**src/rtl/present_dec80_iter.sv**
```systemverilog
// Iterative PRESENT-80 decryptor: forward key schedule to the last round key, then ROUNDS inverse rounds.
// Optional last-key cache enabled by defining PRESENT_DEC_KEY_CACHE_EN.
module present_dec80_iter #(
    parameter int unsigned ROUNDS = 31
) (
    input  logic        clk,
    input  logic        rst_n,
    input  logic        in_valid,
    output logic        in_ready,
    input  logic [63:0] in_ct,
    input  logic [79:0] in_key,
    output logic        out_valid,
    input  logic        out_ready,
    output logic [63:0] out_pt,
    output logic        busy
);

    typedef enum logic [1:0] {IDLE, KEYEXP, DEC, DONE} state_t;

    localparam logic [4:0] LastRound = 5'(ROUNDS);

    state_t      state_q;
    logic [63:0] st_q;
    logic [79:0] key_q;
    logic [4:0]  ctr_q;
    logic        inReady_q;
    logic        outValid_q;
    logic        busy_q;
    logic [63:0] outPt_q;

`ifdef PRESENT_DEC_KEY_CACHE_EN
    logic [79:0] lastKey_q;
    logic [79:0] lastKEnd_q;
    logic        cacheVld_q;
`endif

    logic [79:0] kRot;
    logic [79:0] kFwd_d;
    logic [79:0] kUndo;
    logic [79:0] kInv_d;
    logic [63:0] stDec_d;

    function automatic logic [3:0] sbox(input logic [3:0] x);
        logic [3:0] y;
        case (x)
            4'h0: y = 4'hC; 4'h1: y = 4'h5; 4'h2: y = 4'h6; 4'h3: y = 4'hB;
            4'h4: y = 4'h9; 4'h5: y = 4'h0; 4'h6: y = 4'hA; 4'h7: y = 4'hD;
            4'h8: y = 4'h3; 4'h9: y = 4'hE; 4'hA: y = 4'hF; 4'hB: y = 4'h8;
            4'hC: y = 4'h4; 4'hD: y = 4'h7; 4'hE: y = 4'h1; default: y = 4'h2;
        endcase
        return y;
    endfunction

    function automatic logic [3:0] invSbox(input logic [3:0] x);
        logic [3:0] y;
        case (x)
            4'h0: y = 4'h5; 4'h1: y = 4'hE; 4'h2: y = 4'hF; 4'h3: y = 4'h8;
            4'h4: y = 4'hC; 4'h5: y = 4'h1; 4'h6: y = 4'h2; 4'h7: y = 4'hD;
            4'h8: y = 4'hB; 4'h9: y = 4'h4; 4'hA: y = 4'h6; 4'hB: y = 4'h3;
            4'hC: y = 4'h0; 4'hD: y = 4'h7; 4'hE: y = 4'h9; default: y = 4'hA;
        endcase
        return y;
    endfunction

    // Output bit j gathers input bit 16*j mod 63, undoing the forward layer's scatter.
    function automatic logic [63:0] invPLayer(input logic [63:0] x);
        logic [63:0] y;
        y = '0;
        for (int j = 0; j < 63; j++) begin
            y[j] = x[(16 * j) % 63];
        end
        y[63] = x[63];
        return y;
    endfunction

    function automatic logic [63:0] invSLayer(input logic [63:0] x);
        logic [63:0] y;
        y = '0;
        for (int i = 0; i < 16; i++) begin
            y[4*i +: 4] = invSbox(x[4*i +: 4]);
        end
        return y;
    endfunction

    always_comb begin
        kRot           = {key_q[18:0], key_q[79:19]};
        kFwd_d         = kRot;
        kFwd_d[79:76]  = sbox(kRot[79:76]);
        kFwd_d[19:15]  = kRot[19:15] ^ ctr_q;

        kUndo          = key_q;
        kUndo[19:15]   = key_q[19:15] ^ ctr_q;
        kUndo[79:76]   = invSbox(key_q[79:76]);
        kInv_d         = {kUndo[60:0], kUndo[79:61]};

        stDec_d        = invSLayer(invPLayer(st_q)) ^ kInv_d[79:16];
    end

    always_ff @(posedge clk or negedge rst_n) begin
        if (!rst_n) begin
            state_q    <= IDLE;
            st_q       <= '0;
            key_q      <= '0;
            ctr_q      <= '0;
            inReady_q  <= 1'b1;
            outValid_q <= 1'b0;
            busy_q     <= 1'b0;
            outPt_q    <= '0;
`ifdef PRESENT_DEC_KEY_CACHE_EN
            lastKey_q  <= '0;
            lastKEnd_q <= '0;
            cacheVld_q <= 1'b0;
`endif
        end else begin
            case (state_q)
                IDLE: begin
                    if (in_valid && inReady_q) begin
                        inReady_q <= 1'b0;
                        busy_q    <= 1'b1;
`ifdef PRESENT_DEC_KEY_CACHE_EN
                        if (cacheVld_q && (in_key == lastKey_q)) begin
                            st_q    <= in_ct ^ lastKEnd_q[79:16];
                            key_q   <= lastKEnd_q;
                            ctr_q   <= LastRound;
                            state_q <= DEC;
                        end else begin
                            // Miss: the remembered end key is stale until this schedule finishes.
                            st_q       <= in_ct;
                            key_q      <= in_key;
                            ctr_q      <= 5'd1;
                            lastKey_q  <= in_key;
                            cacheVld_q <= 1'b0;
                            state_q    <= KEYEXP;
                        end
`else
                        st_q    <= in_ct;
                        key_q   <= in_key;
                        ctr_q   <= 5'd1;
                        state_q <= KEYEXP;
`endif
                    end
                end
                KEYEXP: begin
                    key_q <= kFwd_d;
                    if (ctr_q == LastRound) begin
                        st_q    <= st_q ^ kFwd_d[79:16];
                        state_q <= DEC;
`ifdef PRESENT_DEC_KEY_CACHE_EN
                        lastKEnd_q <= kFwd_d;
                        cacheVld_q <= 1'b1;
`endif
                    end else begin
                        ctr_q <= ctr_q + 5'd1;
                    end
                end
                DEC: begin
                    st_q  <= stDec_d;
                    key_q <= kInv_d;
                    ctr_q <= ctr_q - 5'd1;
                    if (ctr_q == 5'd1) begin
                        state_q    <= DONE;
                        outPt_q    <= stDec_d;
                        outValid_q <= 1'b1;
                        busy_q     <= 1'b0;
                    end
                end
                DONE: begin
                    if (out_ready) begin
                        outValid_q <= 1'b0;
                        inReady_q  <= 1'b1;
                        state_q    <= IDLE;
                    end
                end
                default: state_q <= IDLE;
            endcase
        end
    end

    assign in_ready  = inReady_q;
    assign out_valid = outValid_q;
    assign out_pt    = outPt_q;
    assign busy      = busy_q;

endmodule

```
**config.mk**
```make
export PLATFORM = sky130hd
export DESIGN_NAME = present_dec80_iter
export DESIGN_NICKNAME = d
export VERILOG_FILES = /design/src/rtl/present_dec80_iter.sv
export SDC_FILE = /design/constraint.sdc
export NUM_CORES = 1
export LEC_CHECK = 0
export ABC_CLOCK_PERIOD_IN_PS = 3900
export CORE_MARGIN = 2
export CORE_UTILIZATION = 45
export CTS_CLUSTER_SIZE = 12
export DETAILED_ROUTE_END_ITERATION = 7
export PLACE_DENSITY = 0.69
export SYNTH_ARGS = -nofsm -noshare
export SYNTH_HDL_FRONTEND = slang
export SYNTH_SLANG_ARGS = --single-unit
```
**constraint.sdc**
```tcl
create_clock -name clk -period 3.9 [get_ports clk]
set_clock_uncertainty 0.1 [all_clocks]
set_input_delay 0.39 -clock clk [delete_from_list [all_inputs] [get_ports clk]]
set_output_delay 0.39 -clock clk [all_outputs]
set_load 0.01 [all_outputs]
```
==> results, run 1 <==
- The flow ran to the end, and the final reports show no timing, DRC or antenna violations.
- The clock buffer count from CTS is 26.
- The area share of the leading cell type in the synthesized netlist is 34.1%.
- The number of nets with antenna violations after routing is 0.
- CTS built an H-tree with a depth of 1.
- The netlist area before placement is 0.0159 sq mm.
- Summing the sequential cell areas from Yosys gives 34.2% of the chip area.
- At the pin with the least slew margin, the transition time is 0.990 ns.
- The startpoint-to-endpoint class of the critical path is flop to flop.
- The vias per cell is 6.11.
- The total global routing overflow is 0.
- The starting density of the core is 45.9%.
- STA classifies the critical path endpoint as a flop.
- A synthesized cell averages 8.57 sq um.
- The pin count of the biggest net entering global routing is 152.
- The floorplan row count is 68.
- Ranked by total cell area, the synthesized netlist is headed by sky130_fd_sc_hd__dfrtp_1, sky130_fd_sc_hd__ha_1, sky130_fd_sc_hd__nand2_1, sky130_fd_sc_hd__a221oi_1, sky130_fd_sc_hd__o21ai_0.
- The count of endpoints failing hold in the final timing report was 0.
- The share of final-layout standard cells stronger than drive strength 1 is 5.79%.
- Counting flops with a built-in enable in the synthesized netlist gives 0.
- For this run, the detailed router's first-pass iteration total came to 6.
- The biggest area contributor in the post-synthesis netlist is sky130_fd_sc_hd__dfrtp_1.
- The cell count after synthesis is 1,859.
- The tool flagged a number of max-cap violations equal to 0.
- At the worst endpoint, the required time is 4.27 ns.
- In the final timing run, aggregate negative setup slack is 0 ns.
- Counting along the longest clock path gives a buffer depth of 3.
- TritonCTS built the clock tree.
- The class of the most critical hold timing path is input pin to flop.
- The area growth from synthesis to layout is 20.1%.
- The routed layout has 14.8k vias.
- The number of distinct library cells after synthesis is 58.
- The first global-routing pass estimated 84,900 um of wire.
- By count the netlist is led by sky130_fd_sc_hd__nand2_1, sky130_fd_sc_hd__dfrtp_1, sky130_fd_sc_hd__nor2_1, sky130_fd_sc_hd__o21ai_0, sky130_fd_sc_hd__ha_1.
- During placement, the flow inserted port buffers numbering 214.
- The diode insertion count for antenna repair is 0.
- The worst-path maximum fanout is 62.
- The net count after synthesis is 2,127.
- The fmax is 0.346 GHz.
- The final count of negative-setup-slack endpoints is 0.
- The number of antenna violations at the first check in global routing was 0.
- Counting every sink on the clock net gives 218.
- The final critical-path share of the clock period is 74.1%.
- The overall die width is 192 um.
- The cell at the root of the clock tree is sky130_fd_sc_hd__clkbuf_16.
- The max-slew violation count was 0.
- The final layout contains 2,220 nets.
- At the worst endpoint, the arrival time is 3.26 ns.
- The clock period minus final worst setup slack is 2.89 ns.
- The DRC marker count from the first detailed-route iteration is 1,799.
- For the worst-skew pair, the clock arrives at the later sink with an insertion delay of 0.56 ns.
- Synthesis inferred 218 register bits.
- The count of synthesis-stage warnings from yosys is 0.
- The height of the die is 192 um.
- The worst pin sits at a relative slew slack of 34.0%.
- Setup repair after global routing left no endpoint under its margin.
- The placeable core area is 0.0347 sq mm.
- The die outline area is 0.0369 sq mm.
- For this design the top-level I/O count stands at 215.
- After synthesis, the share of flip-flops with an asynchronous set or reset is 100%.
- Fill cells in the final layout number 3,112.
- The congestion estimate from routability-driven global placement came to 0.931.
- The most frequent cell after synthesis is sky130_fd_sc_hd__nand2_1.
- Dividing the detail-routed wire length by the instance count gives 23.4 um.
- The setup fix buffers added after clock tree synthesis is 0.
- The number of global-route vias before repair is 13.9k.
- The post-CTS clock slew at the launch and capture registers of the worst setup and hold paths is 0.06 ns.
- The total half-perimeter wirelength after legalization and detailed placement is 41,300 um.
- The most used flip-flop cell after synthesis is sky130_fd_sc_hd__dfrtp_1.
- The routed wire length is 56,800 um.
- The worst setup path is launched from a flop.
- For this run, design rule violations remaining after detail routing come to 0.
- The total routing resource utilization after global routing is 30.5%.
sequential cells by signal, indices dropped and copies added, names as in the netlist:
register   flops
busy           1
ctr_q          5
in_ready       1
key_q         80
out_pt        64
out_valid      1
st_q          64
state_q        2
logic make-up after synthesis:
group                    synth area share [%]
AO/OA/AOI/OAI                            22.3
buffers and inverters                    6.72
multiplexers                             6.52
adder cells (fa/ha/maj)                  9.42
XOR/XNOR                                 6.32
flip-flops                               34.2
AND/OR/NAND/NOR                          14.5
critical path, stage by stage, from the launching register on:
cell                       delay [ns]
sky130_fd_sc_hd__dfrtp_1         0.46
sky130_fd_sc_hd__inv_1           0.21
sky130_fd_sc_hd__ha_4            0.17
sky130_fd_sc_hd__a21boi_1        0.46
sky130_fd_sc_hd__or3_4           0.72
sky130_fd_sc_hd__buf_12          0.31
sky130_fd_sc_hd__nor3_1          0.07
sky130_fd_sc_hd__a21oi_1         0.15
sky130_fd_sc_hd__o21a_1          0.14
cells in the final DEF, fill, tap and decap left out, types with 5 or more instances in the layout:
| cell | n |
|---|---|
| sky130_fd_sc_hd__nand2b_1 | 28 |
| sky130_fd_sc_hd__nor3_1 | 69 |
| sky130_fd_sc_hd__buf_12 | 10 |
| sky130_fd_sc_hd__clkdlybuf4s50_1 | 213 |
| sky130_fd_sc_hd__mux2i_1 | 33 |
| sky130_fd_sc_hd__ha_1 | 117 |
| sky130_fd_sc_hd__xor2_1 | 64 |
| sky130_fd_sc_hd__o211ai_1 | 12 |
| sky130_fd_sc_hd__buf_4 | 7 |
| sky130_fd_sc_hd__clkbuf_8 | 10 |
| sky130_fd_sc_hd__a21oi_1 | 89 |
| sky130_fd_sc_hd__a211oi_1 | 35 |
| sky130_fd_sc_hd__nor2b_1 | 6 |
| sky130_fd_sc_hd__a221oi_1 | 83 |
| sky130_fd_sc_hd__o22ai_1 | 5 |
| sky130_fd_sc_hd__a31oi_1 | 9 |
| sky130_fd_sc_hd__o21a_1 | 25 |
| sky130_fd_sc_hd__nand3_1 | 25 |
| sky130_fd_sc_hd__o21ai_0 | 137 |
| sky130_fd_sc_hd__dfrtp_1 | 217 |
| sky130_fd_sc_hd__nand2_1 | 250 |
| sky130_fd_sc_hd__inv_1 | 95 |
| sky130_fd_sc_hd__nor2_1 | 139 |
| sky130_fd_sc_hd__xnor2_1 | 51 |
| sky130_fd_sc_hd__mux4_2 | 25 |
| sky130_fd_sc_hd__o31ai_1 | 76 |
| sky130_fd_sc_hd__o221ai_1 | 29 |
| sky130_fd_sc_hd__mux2_2 | 13 |
| sky130_fd_sc_hd__clkbuf_16 | 26 |
final cells by class:
class	count	area, sq um	share of cell area, %
clock buffer	38	796	4.16
clock inverter	8	81.3	0.425
inverter	97	367	1.91
multi-input combinational	1377	9470	49.4
sequential	218	5460	28.5
tap	455	569	2.97
timing repair buffer	232	2410	12.6
what timing repair did:
| item | CTS | global route |
|---|---|---|
| hold buffers | 1 | 0 |
| endpoints found under the hold margin | 102 | 0 |
| gates resized for setup | 0 | 0 |
| setup endpoints to repair | 0 | 0 |
through the flow:
step           hold slack, ns  setup slack (ns)  utilization (%)  area, sq um  cells
2_1_floorplan        -0.00559              1.69                -        15900   1859
3_3_place_gp            0.361              1.11             52.6        18300   2378
3_5_place_dp            0.369              1.04             52.6        18300   2378
4_1_cts                 0.320              1.03             55.2        19100   2425
5_1_grt                 0.346             0.783             55.2        19100   2425
6_report                0.330              1.01             55.2        19100   2425
worst paths after layout:
| kind | startpoint | end | slack, ns | depth (start not counted) |
|---|---|---|---|---|
| max | state_q[0] | st_q[14] | 1.01 | 8 |
| max in group asynchronous | rst_n | out_pt[56] | 2.49 | 3 |
| max reg2reg | state_q[0] | st_q[14] | 1.01 | 8 |
| min reg2reg | out_pt[4] | out_pt[4] | 0.37 | 2 |
| min in group asynchronous | rst_n | out_pt[29] | 0.35 | 2 |
| min | in_key[25] | key_q[25] | 0.33 | 3 |
per-layer routing:
| metal | global-route usage, % | up-vias | part of all wire, % |
|---|---|---|---|
| met5 | 0 | - | 0 |
| met4 | 13.4 | 0 | 4.7 |
| met3 | 3.96 | 125 | 9.1 |
| met2 | 46.1 | 779 | 44 |
| met1 | 43.5 | 7154 | 42 |
| li1 | - | 6750 | - |
Power of run 1 is left out: the tool's default activity adds up to more than one toggle a clock period on the data nets, which glitch-free logic cannot reach.
==> run 2: changes to the inputs <==
--- a/config.mk
+++ b/config.mk
@@ -5,7 +5,7 @@
 export SDC_FILE = /design/constraint.sdc
 export NUM_CORES = 1
 export LEC_CHECK = 0
-export ABC_CLOCK_PERIOD_IN_PS = 3900
+export ABC_CLOCK_PERIOD_IN_PS = 2870
 export CORE_MARGIN = 2
 export CORE_UTILIZATION = 45
 export CTS_CLUSTER_SIZE = 12
==> constraint.sdc (replaced) <==
create_clock -name clk -period 2.87 [get_ports clk]
set_clock_uncertainty 0.1 [all_clocks]
set_input_delay 0.287 -clock clk [delete_from_list [all_inputs] [get_ports clk]]
set_output_delay 0.287 -clock clk [all_outputs]
set_load 0.01 [all_outputs]
==> results, run 2 (same netlist as run 1, synthesis figures left out) <==
- The slew at the pin with the worst max-slew slack is 0.765 ns (-0.225 ns).
- The worst-skew pair later-pin latency came to 0.57 ns (about the same).
- The total iterations of the first detailed-routing run is 6 (unchanged).
- The number of nets in the layout came to 2,253 (+1.5%).
- The vias per cell is 6.12 (+0.18%).
- The placeable core area was 0.0347 sq mm (unchanged).
- The post-layout instance area is 0.0194 sq mm (+1.4%).
- The total half-perimeter wirelength after legalization and detailed placement is 42,800 um (+3.6%).
- The DRC marker count from the first detailed-route iteration came to 1,838 (+2.2%).
- TritonCTS built the clock tree.
- The diode insertion count for antenna repair was 0 (unchanged).
- The H-tree depth is 1 (unchanged).
- The setup fix buffers added after clock tree synthesis is 0 (unchanged).
- The number of flip-flops in the largest register is 80 (unchanged).
- The number of buffers added on ports came to 214 (unchanged).
- The capturing instance or port of the critical path is st_q[39].
- The maximum clock path buffer count is 3 (unchanged).
- The final count of negative-setup-slack endpoints came to 0 (unchanged).
- The routed length per placed instance is 23.3 um (-0.39%).
- The number of max-cap violations is 0 (unchanged).
- The starting density of the core is 45.9% (unchanged).
- The number of antenna violations at the first check in global routing is 1 (+1).
- The final setup TNS is 0 ns (unchanged).
- The post-CTS clock slew at the launch and capture registers of the worst setup and hold paths was 0.06 ns (about the same).
- The worst setup path is captured at a flop.
- The final non-filler cell total is 2,457 (+1.3%).
- The number of I/O pins was 215 (unchanged).
- The max-slew violation count is 0 (unchanged).
- Leaving out fill and tap cells, the most frequent cells in the layout are sky130_fd_sc_hd__nand2_1, sky130_fd_sc_hd__dfrtp_1, sky130_fd_sc_hd__clkdlybuf4s50_1.
- The detailed-route via count is 15.0k (+1.5%).
- The worst slew margin relative to its limit is 48.8% (+15 points).
- Leaving out fill and tap cells, the most frequent cell in the layout is sky130_fd_sc_hd__nand2_1.
- The count of endpoints failing hold in the final timing report is 0 (unchanged).
- The number of nets with antenna violations after routing is 0 (unchanged).
- The count of cells resized by post-cts repair is 0 (unchanged).
- The die outline area came to 0.0369 sq mm (unchanged).
- The path class of the tightest hold or removal check is input pin to asynchronous set/reset pin.
- The total routing resource utilization after global routing was 30.8% (+0.32 points).
- The kind of launch point of the worst setup path is a flop.
- The number of cells traversed by the worst register-to-register path is 8 (unchanged).
- The worst setup slack for register-to-register paths is 0.26 ns (-0.75 ns).
- The total global routing overflow is 0 (unchanged).
- Tracing the worst setup path back leads to its startpoint at ctr_q[1].
- The worst register-to-register path begins at ctr_q[1].
- The clock period minus final worst setup slack is 2.61 ns (-0.279 ns).
- The pin count of the biggest net entering global routing was 140 (-7.9%).
- The worst-path maximum fanout is 46 (-26%).
- The wire length of the first global-routing pass came to 85,800 um (+1.0%).
- The data arrival time of the critical path is 2.95 ns (-0.31 ns).
- The final critical-path share of the clock period came to 91.0% (+17 points).
- The overall die width came to 192 um (unchanged).
- The height of the die was 192 um (unchanged).
- The last weighted congestion value of the routability-driven placer is 0.946 (+1.7%).
- The routed wire length is 57,300 um (+0.92%).
- The run finished with clean final reports.
- The number of global-route vias before repair is 14.0k (+1.1%).
- The startpoint-to-endpoint class of the critical path is flop to flop.
- The data required time at the worst endpoint is 3.20 ns (-1.07 ns).
- The capture point of the worst reg-to-reg path is st_q[39].
- The total DRC errors in the routed layout is 0 (unchanged).
- The cell area reported after detailed placement came to 0.0185 sq mm (+1.4%).
- The area overhead of the layout relative to synthesis is 21.7%.
- Ranked by flip-flop count, first place goes to key_q.
- The number of inserted filler cells in the final layout is 3,184 (+2.3%).
- The share of final-layout standard cells stronger than drive strength 1 is 7.09% (+1.3 points).
- The fmax is 0.383 GHz (+11%).
- The count of placed standard cells including taps is 2,412 (+1.4%).
- The clock buffer count from CTS is 25 (-3.8%).
- The floorplan row count came to 68 (unchanged).
- CTS placed an instance of sky130_fd_sc_hd__clkbuf_16 at the clock tree root.
- The clock net sink count is 218 (unchanged).
- Setup repair after global routing left no endpoint under its margin.
-- run 2: cell types whose count changed in the layout (fill, tap and decap cells not counted), sizes merged --
cell | before | now
clkinvlp | 2 | 1
inv | 96 | 97
bufinv | 1 | 5
clkinv | 6 | 4
buf | 18 | 52
clkbuf | 38 | 34
-- run 2: metal layers --
| metal | GRT usage [%] | vias up | routed length (um) |
|---|---|---|---|
| li1 | - | 6818 | - |
| met2 | 46.9 | 807 | 25500 |
| met4 | 13.3 | 0 | 2620 |
| met5 | 0 | - | 0 |
| met1 | 43.9 | 7283 | 23900 |
| met3 | 3.78 | 122 | 5280 |
-- run 2: per-stage QoR --
step | hold WS, ns | worst slack, ns | utilization (%)
after floorplan | -0.109 | 0.659 | -
after global placement | 0.215 | 0.428 | 53.3
after detailed placement | 0.218 | 0.303 | 53.3
after CTS | 0.218 | 0.291 | 55.9
after global routing | 0.236 | 0.136 | 55.9
final | 0.210 | 0.258 | 55.9
-- run 2: how the worst min path moves through the flow --
stage	to	slack (ns)
floorplan	busy	-0.11
global placement	out_pt[29]	0.21
detailed placement	out_pt[29]	0.22
CTS	key_q[7]	0.22
global route	key_q[49]	0.24
finish	out_pt[29]	0.21
-- run 2: cell type report --
cell class / count / area, sq um / area share, %
Sequential cell: 218 / 5460 / 28.1
Clock inverter: 10 / 193 / 0.993
Multi-Input combinational cell: 1377 / 9470 / 48.8
Tap cell: 455 / 569 / 2.93
Inverter: 97 / 367 / 1.89
Timing Repair Buffer: 266 / 2670 / 13.7
Clock buffer: 34 / 689 / 3.55
-- run 2: critical path, stage by stage (launching register included) --
cell                       delay (ns)
sky130_fd_sc_hd__dfrtp_1         0.48
sky130_fd_sc_hd__ha_1            0.23
sky130_fd_sc_hd__and3_1          0.16
sky130_fd_sc_hd__ha_1            0.24
sky130_fd_sc_hd__nor2b_4         0.07
sky130_fd_sc_hd__or3_4           0.54
sky130_fd_sc_hd__buf_12          0.25
sky130_fd_sc_hd__o21ai_0         0.22
sky130_fd_sc_hd__o221ai_1        0.14
-- run 2: what timing repair did --
item | CTS | global route
endpoints found under the setup margin | 0 | 0
hold buffers | 1 | 0
endpoints found under the hold margin | 66 | 0
Power of run 2 is left out for the same reason.
==> run 3: changes to the inputs <==
--- a/config.mk
+++ b/config.mk
@@ -8,9 +8,11 @@
 export ABC_CLOCK_PERIOD_IN_PS = 2870
 export CORE_MARGIN = 2
 export CORE_UTILIZATION = 45
+export CTS_BUF_LIST = sky130_fd_sc_hd__clkbuf_8
 export CTS_CLUSTER_SIZE = 12
 export DETAILED_ROUTE_END_ITERATION = 7
 export PLACE_DENSITY = 0.69
+export SKIP_CTS_REPAIR_TIMING = 1
 export SYNTH_ARGS = -nofsm -noshare
 export SYNTH_HDL_FRONTEND = slang
 export SYNTH_SLANG_ARGS = --single-unit
==> results, run 3 (same netlist as run 1, synthesis figures left out) <==
- The flow ran to the end, and the final reports show no timing, DRC or antenna violations.
- The worst slew margin relative to its limit is 49.9% (+1.1 points).
- The total iterations of the first detailed-routing run is 5 (-1).
- The wire length of the first global-routing pass is 86,200 um (+0.37%).
- In this run the critical register-to-register path is captured at st_q[39].
- The post-CTS clock slew at the launch and capture registers of the worst setup and hold paths is 0.07 ns (about the same).
- The number of inserted filler cells in the final layout is 3,214 (+0.94%).
- The worst setup slack for register-to-register paths came to 0.26 ns (about the same).
- The number of flip-flops in the largest register is 80 (unchanged).
- The data arrival time of the critical path is 2.94 ns (about the same).
- The routed wire length is 57,400 um (+0.20%).
- The fraction of the core area covered by cells at the end of the flow was 55.7% (-0.22 points).
- Walking the worst path, the cells encountered are ha_1, and3_1, ha_1, nor2b_4, or3_4, buf_12, o21ai_0, o221ai_1.
- The number of I/O pins is 215 (unchanged).
- The floorplan row count is 68 (unchanged).
- The total half-perimeter wirelength after legalization and detailed placement was 42,800 um (unchanged).
- The height of the die is 192 um (unchanged).
- The diode insertion count for antenna repair is 0 (unchanged).
- The number of nets with antenna violations after routing came to 0 (unchanged).
- The final critical-path share of the clock period is 90.9% (-0.12 points).
- The last weighted congestion value of the routability-driven placer is 0.946 (unchanged).
- The final setup TNS came to 0 ns (unchanged).
- The number of antenna violations at the first check in global routing is 0 (-1).
- The clock buffer count from CTS came to 40 (+60%).
- The kind of launch point of the worst setup path is a flop.
- The clock period minus final worst setup slack was 2.61 ns (-0.00355 ns).
- The number of buffers added on ports was 214 (unchanged).
- The total global routing overflow is 0 (unchanged).
- The detailed-route via count is 15.1k (+0.35%).
- The library cell used most frequently in the layout, excluding fill and tap cells, is sky130_fd_sc_hd__nand2_1.
- The startpoint-to-endpoint class of the critical path is flop to flop.
- The area overhead of the layout relative to synthesis is 21.3%.
- The placeable core area was 0.0347 sq mm (unchanged).
- The data required time at the worst endpoint is 3.20 ns (about the same).
- The class of the most critical hold timing path is input pin to asynchronous set/reset pin.
- The worst-skew pair later-pin latency is 0.57 ns (about the same).
- The area taken by flip-flops and latches is 0.00546 sq mm (unchanged).
- The setup slack at placement is 0.303 ns (unchanged).
- The clock net sink count was 218 (unchanged).
- The max-slew violation count is 0 (unchanged).
- The H-tree depth was 2 (+1).
- The number of global-route vias before repair is 14.1k (+0.74%).
- The pin count of the biggest net entering global routing came to 140 (unchanged).
- Among all stages on the critical path, the largest delay is contributed by sky130_fd_sc_hd__or3_4.
- The starting density of the core is 45.9% (unchanged).
- The multi-input logic area was 0.00947 sq mm (unchanged).
- In this run the critical register-to-register path is launched from ctr_q[1].
- The maximum clock path buffer count is 3 (unchanged).
- The die outline area was 0.0369 sq mm (unchanged).
- The routed length per placed instance is 23.1 um (-0.89%).
- The total DRC errors in the routed layout was 0 (unchanged).
- The register with the most flip-flops is key_q.
- The tree is rooted in a sky130_fd_sc_hd__clkbuf_8.
- The total routing resource utilization after global routing came to 31.0% (+0.21 points).
- The number of cells traversed by the worst register-to-register path came to 8 (unchanged).
- The DRC marker count from the first detailed-route iteration came to 1,868 (+1.6%).
- The count of endpoints failing hold in the final timing report is 0 (unchanged).
- The share of final-layout standard cells stronger than drive strength 1 is 7.93% (+0.84 points).
- The most frequent cell on the critical path is sky130_fd_sc_hd__ha_1.
- The worst-path maximum fanout is 46 (unchanged).
- The final count of negative-setup-slack endpoints is 0 (unchanged).
- The vias per cell was 6.07 (-0.74%).
- Setup repair after global routing left no endpoint under its margin.
- The number of max-cap violations is 0 (unchanged).
- The fmax is 0.383 GHz (+0.14%).
- STA classifies the critical path endpoint as a flop.
- In the layout the commonest cells are sky130_fd_sc_hd__nand2_1, sky130_fd_sc_hd__dfrtp_1, sky130_fd_sc_hd__clkdlybuf4s50_1.
- The slew at the pin with the worst max-slew slack is 0.752 ns (-0.0132 ns).
- TritonCTS built the clock tree.
- The number of nets in the layout came to 2,268 (+0.67%).
- The delay of the slowest critical-path stage is 0.55 ns (about the same).
- The overall die width was 192 um (unchanged).
- The final worst-path setup slack came to 0.261 ns (+0.00355 ns).
-- run 3: cell count changes in the layout (fill, tap and decap cells not counted), sizes merged --
| cell | change |
|---|---|
| bufinv | -3 |
| clkbuf | +13 |
| clkinv | +3 |
| inv | +14 |
-- run 3: per-layer routing --
metal  wire length, um  GRT usage [%]
met1             23700           43.4
met2             25400           47.3
met3              5590           4.90
met4              2750           13.6
met5                 0              0
-- run 3: metrics by stage --
| stage | hold WS [ns] | instance area [sq um] | std cells |
|---|---|---|---|
| detailed placement | 0.218 | 18500 | 2412 |
| finish | 0.211 | 19300 | 2484 |
| CTS | -0.378 | 19300 | 2483 |
| floorplan | -0.109 | 15900 | 1859 |
| global placement | 0.215 | 18500 | 2412 |
| global route | 0.240 | 19300 | 2484 |
-- run 3: layout make-up --
cell class	instances	share of cell area, %
clock buffer	47	3.35
clock inverter	24	0.822
inverter	97	1.90
multi-input combinational	1377	49.0
sequential	218	28.2
tap	455	2.95
timing repair buffer	266	13.8
-- run 3: critical path, delay by kind of cell, from the launching register on --
kind	cells	cell delay [ns]
AOI/OAI and AO/OA	2	0.36
buffers and inverters	1	0.24
adders and majority gates	2	0.47
DFF	1	0.48
and+or+nand+nor	3	0.79
-- run 3: worst max-delay path by stage --
stage,start,to,cells after the start
after floorplan,ctr_q[3],st_q[58],10
after global placement,ctr_q[1],st_q[57],8
after detailed placement,ctr_q[1],st_q[39],8
after CTS,ctr_q[1],st_q[39],8
after global routing,ctr_q[1],st_q[41],8
final,ctr_q[1],st_q[39],8
Power of run 3 is left out for the same reason.
